**config.mk**
```make
export PLATFORM = sky130hd
export DESIGN_NAME = ysyx_220053_lsu
export DESIGN_NICKNAME = d
export VERILOG_FILES = /design/src/rtl/ysyx_220053_pkg.sv /design/src/rtl/ysyx_220053_lsu_align.sv /design/src/rtl/ysyx_220053_lsu.sv
export SDC_FILE = /design/constraint.sdc
export NUM_CORES = 1
export LEC_CHECK = 0
export ABC_AREA = 1
export CORE_AREA = 4 4 235 237
export CTS_BUF_LIST = sky130_fd_sc_hd__clkbuf_8
export CTS_CLUSTER_SIZE = 12
export DETAILED_ROUTE_END_ITERATION = 8
export DIE_AREA = 0 0 239 241
export PLACE_DENSITY = 0.79
export SLEW_MARGIN = 5
export SYNTH_ARGS = -nofsm -noshare
export SYNTH_HDL_FRONTEND = slang
export SYNTH_HIERARCHICAL = 1
export SYNTH_SLANG_ARGS = --single-unit
export TNS_END_PERCENT = 5
```
**constraint.sdc**
```tcl
create_clock -name clk -period 2.6 [get_ports clk]
set_clock_uncertainty 0.2 [all_clocks]
set_input_delay 0.26 -clock clk [delete_from_list [all_inputs] [get_ports clk]]
set_output_delay 0.26 -clock clk [all_outputs]
set_load 0.02 [all_outputs]
```
**src/rtl/ysyx_220053_pkg.sv**
```systemverilog
// ysyx_220053_pkg: shared encodings for the load/store unit.
//   - MEM_OP_*  : funct3 memory-op encodings (size in [1:0], unsigned in [2])
//   - ST_*      : LSU FSM state encodings
//   - is_misaligned(): natural-alignment check on the low address bits
package ysyx_220053_pkg;

   localparam logic [2:0] MEM_OP_B  = 3'b000;
   localparam logic [2:0] MEM_OP_H  = 3'b001;
   localparam logic [2:0] MEM_OP_W  = 3'b010;
   localparam logic [2:0] MEM_OP_D  = 3'b011;
   localparam logic [2:0] MEM_OP_BU = 3'b100;
   localparam logic [2:0] MEM_OP_HU = 3'b101;
   localparam logic [2:0] MEM_OP_WU = 3'b110;

   localparam logic [1:0] ST_IDLE = 2'd0;
   localparam logic [1:0] ST_DREQ = 2'd1;
   localparam logic [1:0] ST_RESP = 2'd2;

   // Access size comes from op[1:0]; bytes are always aligned.
   function automatic logic is_misaligned(input logic [2:0] op, input logic [2:0] addr_lo);
      logic mis;
      case (op[1:0])
         2'b00:   mis = 1'b0;
         2'b01:   mis = addr_lo[0];
         2'b10:   mis = |addr_lo[1:0];
         default: mis = |addr_lo;
      endcase
      return mis;
   endfunction

endpackage

```
**src/rtl/ysyx_220053_lsu_align.sv**
```systemverilog
// ysyx_220053_lsu_align: purely combinational data alignment for the LSU.
//   mem_op_i    : funct3 of the access
//   off_i       : byte lane offset within the cache line
//   line_i      : cache line read data
//   wdata_i     : store data (XLEN)
//   load_data_o : extracted, sign/zero-extended load value
//   wdata_o     : store data shifted into its lane of the line
//   wstrb_o     : byte strobes for the store (size bytes at the lane offset)
module ysyx_220053_lsu_align
   import ysyx_220053_pkg::*;
#(
   parameter int unsigned XLEN   = 64,
   parameter int unsigned LINE_W = 128,
   localparam int unsigned OFF_W  = $clog2(LINE_W / 8),
   localparam int unsigned STRB_W = LINE_W / 8
) (
   input  logic [2:0]        mem_op_i,
   input  logic [OFF_W-1:0]  off_i,
   input  logic [LINE_W-1:0] line_i,
   input  logic [XLEN-1:0]   wdata_i,
   output logic [XLEN-1:0]   load_data_o,
   output logic [LINE_W-1:0] wdata_o,
   output logic [STRB_W-1:0] wstrb_o
);

   logic [LINE_W-1:0] line_shr;
   logic [XLEN-1:0]   raw;
   logic [STRB_W-1:0] size_mask;

   // Load extraction: bring the addressed lane down to bit 0, then extend.
   always_comb begin
      line_shr = line_i >> {off_i, 3'b000};
      raw      = line_shr[XLEN-1:0];
      case (mem_op_i)
         MEM_OP_B:  load_data_o = XLEN'($signed(raw[7:0]));
         MEM_OP_H:  load_data_o = XLEN'($signed(raw[15:0]));
         MEM_OP_W:  load_data_o = XLEN'($signed(raw[31:0]));
         MEM_OP_BU: load_data_o = XLEN'(raw[7:0]);
         MEM_OP_HU: load_data_o = XLEN'(raw[15:0]);
         MEM_OP_WU: load_data_o = XLEN'(raw[31:0]);
         default:   load_data_o = raw;
      endcase
   end

   // Store lane and strobe generation.
   always_comb begin
      case (mem_op_i[1:0])
         2'b00:   size_mask = STRB_W'(8'h01);
         2'b01:   size_mask = STRB_W'(8'h03);
         2'b10:   size_mask = STRB_W'(8'h0F);
         default: size_mask = STRB_W'(8'hFF);
      endcase
      wstrb_o = size_mask << off_i;
      wdata_o = LINE_W'(wdata_i) << {off_i, 3'b000};
   end

endmodule

```
**src/rtl/ysyx_220053_lsu.sv**
```systemverilog
// ysyx_220053_lsu: load/store unit between the pipeline and the data cache.
//   req_valid_i/req_ready_o   : request handshake (ready only when idle)
//   mem_op_i, mem_to_reg_i, mem_wen_i, csr_to_reg_i, addr_i, wdata_i, csrres_i : request
//   resp_valid_o/resp_ready_i : writeback handshake; rfdata_o, misalign_o qualify it
//   m_busy                    : FSM not idle
//   d_rw_*                    : cache request (valid/ready handshake, req=1 is write)
//   d_data_read_i             : cache line read data
module ysyx_220053_lsu
   import ysyx_220053_pkg::*;
#(
   parameter int unsigned XLEN   = 64,
   parameter int unsigned LINE_W = 128
) (
   input  logic                clk,
   input  logic                rst,
   input  logic                req_valid_i,
   output logic                req_ready_o,
   input  logic [2:0]          mem_op_i,
   input  logic                mem_to_reg_i,
   input  logic                mem_wen_i,
   input  logic                csr_to_reg_i,
   input  logic [XLEN-1:0]     addr_i,
   input  logic [XLEN-1:0]     wdata_i,
   input  logic [XLEN-1:0]     csrres_i,
   output logic                resp_valid_o,
   input  logic                resp_ready_i,
   output logic [XLEN-1:0]     rfdata_o,
   output logic                misalign_o,
   output logic                m_busy,
   output logic [XLEN-1:0]     d_rw_addr_o,
   output logic                d_rw_req_o,
   output logic                d_rw_valid_o,
   output logic [LINE_W-1:0]   d_rw_w_data_o,
   output logic [LINE_W/8-1:0] d_rw_wstrb_o,
   input  logic [LINE_W-1:0]   d_data_read_i,
   input  logic                d_rw_ready_i
);

   localparam int unsigned OFF_W  = $clog2(LINE_W / 8);
   localparam int unsigned STRB_W = LINE_W / 8;

   logic [1:0]      state_q, state_d;
   logic [XLEN-1:0] addr_q, addr_d;
   logic [XLEN-1:0] wdata_q, wdata_d;
   logic [XLEN-1:0] csrres_q, csrres_d;
   logic [XLEN-1:0] rfdata_q, rfdata_d;
   logic [2:0]      mem_op_q, mem_op_d;
   logic            to_reg_q, to_reg_d;
   logic            wen_q, wen_d;
   logic            csr_q, csr_d;
   logic            misalign_q, misalign_d;

   logic              is_mem;
   logic              is_mis;
   logic [XLEN-1:0]   load_data;
   logic [LINE_W-1:0] st_wdata;
   logic [STRB_W-1:0] st_wstrb;

   ysyx_220053_lsu_align #(
      .XLEN   (XLEN),
      .LINE_W (LINE_W)
   ) u_align (
      .mem_op_i    (mem_op_q),
      .off_i       (addr_q[OFF_W-1:0]),
      .line_i      (d_data_read_i),
      .wdata_i     (wdata_q),
      .load_data_o (load_data),
      .wdata_o     (st_wdata),
      .wstrb_o     (st_wstrb)
   );

   // Next-state, request latching and writeback value selection.
   always_comb begin
      state_d    = state_q;
      addr_d     = addr_q;
      wdata_d    = wdata_q;
      csrres_d   = csrres_q;
      rfdata_d   = rfdata_q;
      mem_op_d   = mem_op_q;
      to_reg_d   = to_reg_q;
      wen_d      = wen_q;
      csr_d      = csr_q;
      misalign_d = misalign_q;
      is_mem     = mem_to_reg_i | mem_wen_i;
      is_mis     = is_mem & is_misaligned(mem_op_i, addr_i[2:0]);

      case (state_q)
         ST_IDLE: begin
            if (req_valid_i) begin
               addr_d     = addr_i;
               wdata_d    = wdata_i;
               csrres_d   = csrres_i;
               mem_op_d   = mem_op_i;
               to_reg_d   = mem_to_reg_i;
               wen_d      = mem_wen_i;
               csr_d      = csr_to_reg_i;
               misalign_d = is_mis;
               if (is_mem && !is_mis) begin
                  state_d = ST_DREQ;
               end else begin
                  // No cache access: the writeback value is known now.
                  state_d = ST_RESP;
                  if (is_mis)            rfdata_d = '0;
                  else if (csr_to_reg_i) rfdata_d = csrres_i;
                  else                   rfdata_d = addr_i;
               end
            end
         end
         ST_DREQ: begin
            if (d_rw_ready_i) begin
               state_d = ST_RESP;
               // A store that also sets mem_to_reg is still a store.
               if (csr_q)                rfdata_d = csrres_q;
               else if (to_reg_q && !wen_q) rfdata_d = load_data;
               else                      rfdata_d = addr_q;
            end
         end
         ST_RESP: begin
            if (resp_ready_i) state_d = ST_IDLE;
         end
         default: state_d = ST_IDLE;
      endcase
   end

   // State and request registers.
   always_ff @(posedge clk or negedge rst) begin
      if (!rst) begin
         state_q    <= ST_IDLE;
         addr_q     <= '0;
         wdata_q    <= '0;
         csrres_q   <= '0;
         rfdata_q   <= '0;
         mem_op_q   <= '0;
         to_reg_q   <= 1'b0;
         wen_q      <= 1'b0;
         csr_q      <= 1'b0;
         misalign_q <= 1'b0;
      end else begin
         state_q    <= state_d;
         addr_q     <= addr_d;
         wdata_q    <= wdata_d;
         csrres_q   <= csrres_d;
         rfdata_q   <= rfdata_d;
         mem_op_q   <= mem_op_d;
         to_reg_q   <= to_reg_d;
         wen_q      <= wen_d;
         csr_q      <= csr_d;
         misalign_q <= misalign_d;
      end
   end

   // Outputs decode the state register and latched request fields only.
   assign req_ready_o   = (state_q == ST_IDLE);
   assign m_busy        = (state_q != ST_IDLE);
   assign resp_valid_o  = (state_q == ST_RESP);
   assign d_rw_valid_o  = (state_q == ST_DREQ);
   assign d_rw_req_o    = d_rw_valid_o & wen_q;
   assign d_rw_wstrb_o  = d_rw_req_o ? st_wstrb : '0;
   assign d_rw_w_data_o = st_wdata;
   assign d_rw_addr_o   = addr_q;
   assign rfdata_o      = rfdata_q;
   assign misalign_o    = misalign_q;

endmodule

```
==> results.md <==
- #FFs+latches synth: approximately 270
- Area leader, netlist: dfrtp_1
- Die width: roughly 240 um
- Post-layout min period: approximately 3000 ps
- Seq/Total Area, Yosys: approximately a third
- Largest net degree at the start of global routing: approximately 130
- Post-route ant nets: 0
- # setup viols final: approximately 200
- Initial antenna violation count: 40
- Crit path arrival time: 2500 ps
- Startpoint types: flip-flop
- Core Rows: 85
- CTS clk-pin slew, worst paths: 70 ps
- Worst-path fanout max: 5
- Crit. End Element: output pin
- Vias in the first global route: roughly 26000
- TritonCTS Sinks: ~270
- GRT Residual Overflow: 0
- Worst Path Required: ~2100 ps
- LEAKAGE: 16.16 nW
- Worst-Skew Late Latency: roughly 670 ps
- Routed wire per std cell: ~22 um
- PwrDens: 1439 nW/um^2
- Drt drc: 0
- Max-cap violations: 0
- Syn nets: 3942
- VDD IR-drop max: ~0.0014 V
- Outcome: finished, violations left
- Core Util, Final: slightly above 60%
- # IOs: around 600
- First-pass GRT wire length: 164200 um
- Area Overhead vs Synth: 55.98%
- Failing checks: setup timing
- Worst Setup Path Type: reg -> out
- Wirelength, routed: ~110000 um
- Full die area: approximately 58000 um^2
- CTS tree: done
- Global-route usage over all layers: approximately 37%
- Share of post-route cells with drive strength above 1: 16.47%
- DRT iter0 DRCs: about 3900
- Vias per cell: 5.684
- Largest cells by area after synthesis: dfrtp_1, nand2_1, nand3_1, o21ai_0, nor2_1
- IO buf count: around 610
- Rel. slew slack: 40.29%
- Worst Tran Pin Value: ~900 ps
- Root Buffer: clkbuf_8
- Synth top area share: a little under a third
- Die Span Y: 241 um
- Max Root-Sink Buffers: 3
- Max-slew violations: 0
- Worst min-delay path class: in -> reg
- Syn Area/Cell: about 5.8 um^2
- Crit share post-route: 113.8%
- 1st-pass router iterations: 9
- RSZ-0062 raised after global routing: true
- Fin. Hold Viols: 0
- Starting Density: roughly two fifths
- Synth cell types: 31
- Final nets: between 4000 and 5000
- GPL Wtd Cong: 1.032
- Setup TNS: -45310 ps
- Ys Warns: 6
- Post-DP HPWL: 80360 um
- Post-Syn Area: 21040 um^2
- Num CTS Buffers: 49
- Routed via count: slightly below 30000
- CTS H-tree depth: 2
- CORE AREA: approximately 53000 um^2
- Post-synthesis cell count: between 3000 and 4000
- Fin worst setup slack: -358.1 ps
- Achievable Freq: between 0.3 and 0.4 GHz
## layout make-up
class,count,area (um^2)
inverter,217,844.6
clock inverter,24,165.2
multi-input combinational,2854,13290
sequential,265,6644
fill,4923,20470
timing repair buffer,1009,10050
antenna,35,87.58
tap,696,870.8
clock buffer,63,867.1
## flip-flops by register name, summed over array words and instances, names as in the netlist
register and count:
csrres_q 64, d_rw_addr_o 64, rfdata_o 64, wdata_q 64, mem_op_q 3, state_q 2, csr_q 1, misalign_o 1
to_reg_q 1, wen_q 1
## what timing repair did
action | in CTS | in global routing
endpoints found under the hold margin | 391 | 1
gates resized for setup | 709 | 288
cloned | 1 | 11
setup buffers | 6 | 10
pin swaps | 16 | 28
hold buffers | 129 | 1
endpoints found under the setup margin | 203 | 227
## through the flow
stage / instances / setup slack [ps] / total power, mW / hold slack (ps) / cell area, um^2
after floorplan: 3611 / 144.3 / 24.66 / -235.6 / 21040
after global placement: 4884 / -224.6 / 39.25 / 74.19 / 29280
after detailed placement: 4884 / -176.8 / 39.39 / 87.95 / 29280
after CTS: 5107 / -445.7 / 44.46 / 0.2258 / 31990
after global routing: 5156 / -441.5 / 49.85 / 19.67 / 32790
final: 5163 / -358.1 / 47.21 / 23.23 / 32810
## synth_stat cells
cell type,n
buf_4,12
inv_1,201
a21oi_1,83
buf_2,120
o22ai_1,39
o21ai_0,268
a31oi_1,1
inv_4,1
or2_0,6
and2_1,5
nor3_1,3
o211ai_1,9
inv_2,13
clkinv_1,2
nand4_1,41
or2_2,8
or2_1,1
nor2_4,1
nand2_1,1507
nor2_1,265
o21ai_2,1
o21ai_1,45
nand3_1,528
nor4_1,8
nand3b_1,2
nor2_2,2
o2111ai_1,1
o221ai_1,30
clkbuf_1,113
dfrtp_1,265
buf_1,30
## cell usage in the layout, fill, tap and decap left out, types with 4 or more instances in the layout
cell type           n
o22ai_2            12
or2_0               6
buf_4             261
inv_2              13
diode_2            35
clkdlybuf4s15_2     5
o21ai_2            59
dfrtp_1           259
o221ai_1           22
buf_12             55
o21ai_1            41
buf_8               6
nand2_1          1470
o211ai_1            9
clkinv_2            6
nand3_1           479
clkbuf_8           63
buf_6              34
or2_2               8
nand2_2            34
dlygate4sd3_1     130
o21ai_0           211
nor4_1              6
nand3_2            47
a21oi_1            76
o221ai_2            7
a21oi_2             6
buf_2              41
nand4_1            41
nor2_1            241
clkdlybuf4s50_1   460
nor2_4              9
inv_1             210
nor2_2             18
clkbuf_16          10
o22ai_1            26
dfrtp_2             4
## logic make-up after synthesis
kind of cell,count (synthesis),share of synthesized area (%)
DFF,265,31.53
buffers and inverters,492,9.719
AOI/OAI and AO/OA,477,12.27
and+or+nand+nor,2377,46.49
## layer usage
layer / vias to the layer above / wire [um] / track usage (%)
met4: 16 / 5397 / 15.20
met5: - / 89 / 0
met2: 2026 / 50010 / 55.98
li1: 13310 / - / -
met1: 13610 / 45090 / 50.32
met3: 383 / 13090 / 7.999
## final timing paths
check	start	to	slack (ps)	cells past startpoint
min in group asynchronous	rst	csrres_q[9]	550	3
hold reg to reg	wdata_q[6]	wdata_q[6]	280	2
setup / recovery	d_rw_addr_o[0]	d_rw_w_data_o[107]	-360	11
hold / removal	addr_i[33]	d_rw_addr_o[33]	20	3
setup reg to reg	d_rw_addr_o[0]	rfdata_o[29]	-330	18
max in group asynchronous	rst	wdata_q[52]	140	4
## critical path, cell delays in order, from the launching register on
cell	delay (ps)
dfrtp_4	500
buf_12	160
clkbuf_16	160
buf_8	130
or2_0	190
o21ai_1	100
nand2_1	90
nand2_2	80
nand2_2	50
o21ai_2	90
o22ai_2	110
buf_6	170
## where the power goes
group | leakage, nW | total (mW) | internal, mW | switching (mW)
Clock | 0.581 | 4.33 | 2.29 | 2.03
Combinational | 12.3 | 35.2 | 13.3 | 21.9
Sequential | 3.29 | 7.67 | 6.09 | 1.58
(Power assumes the default switching activity.)
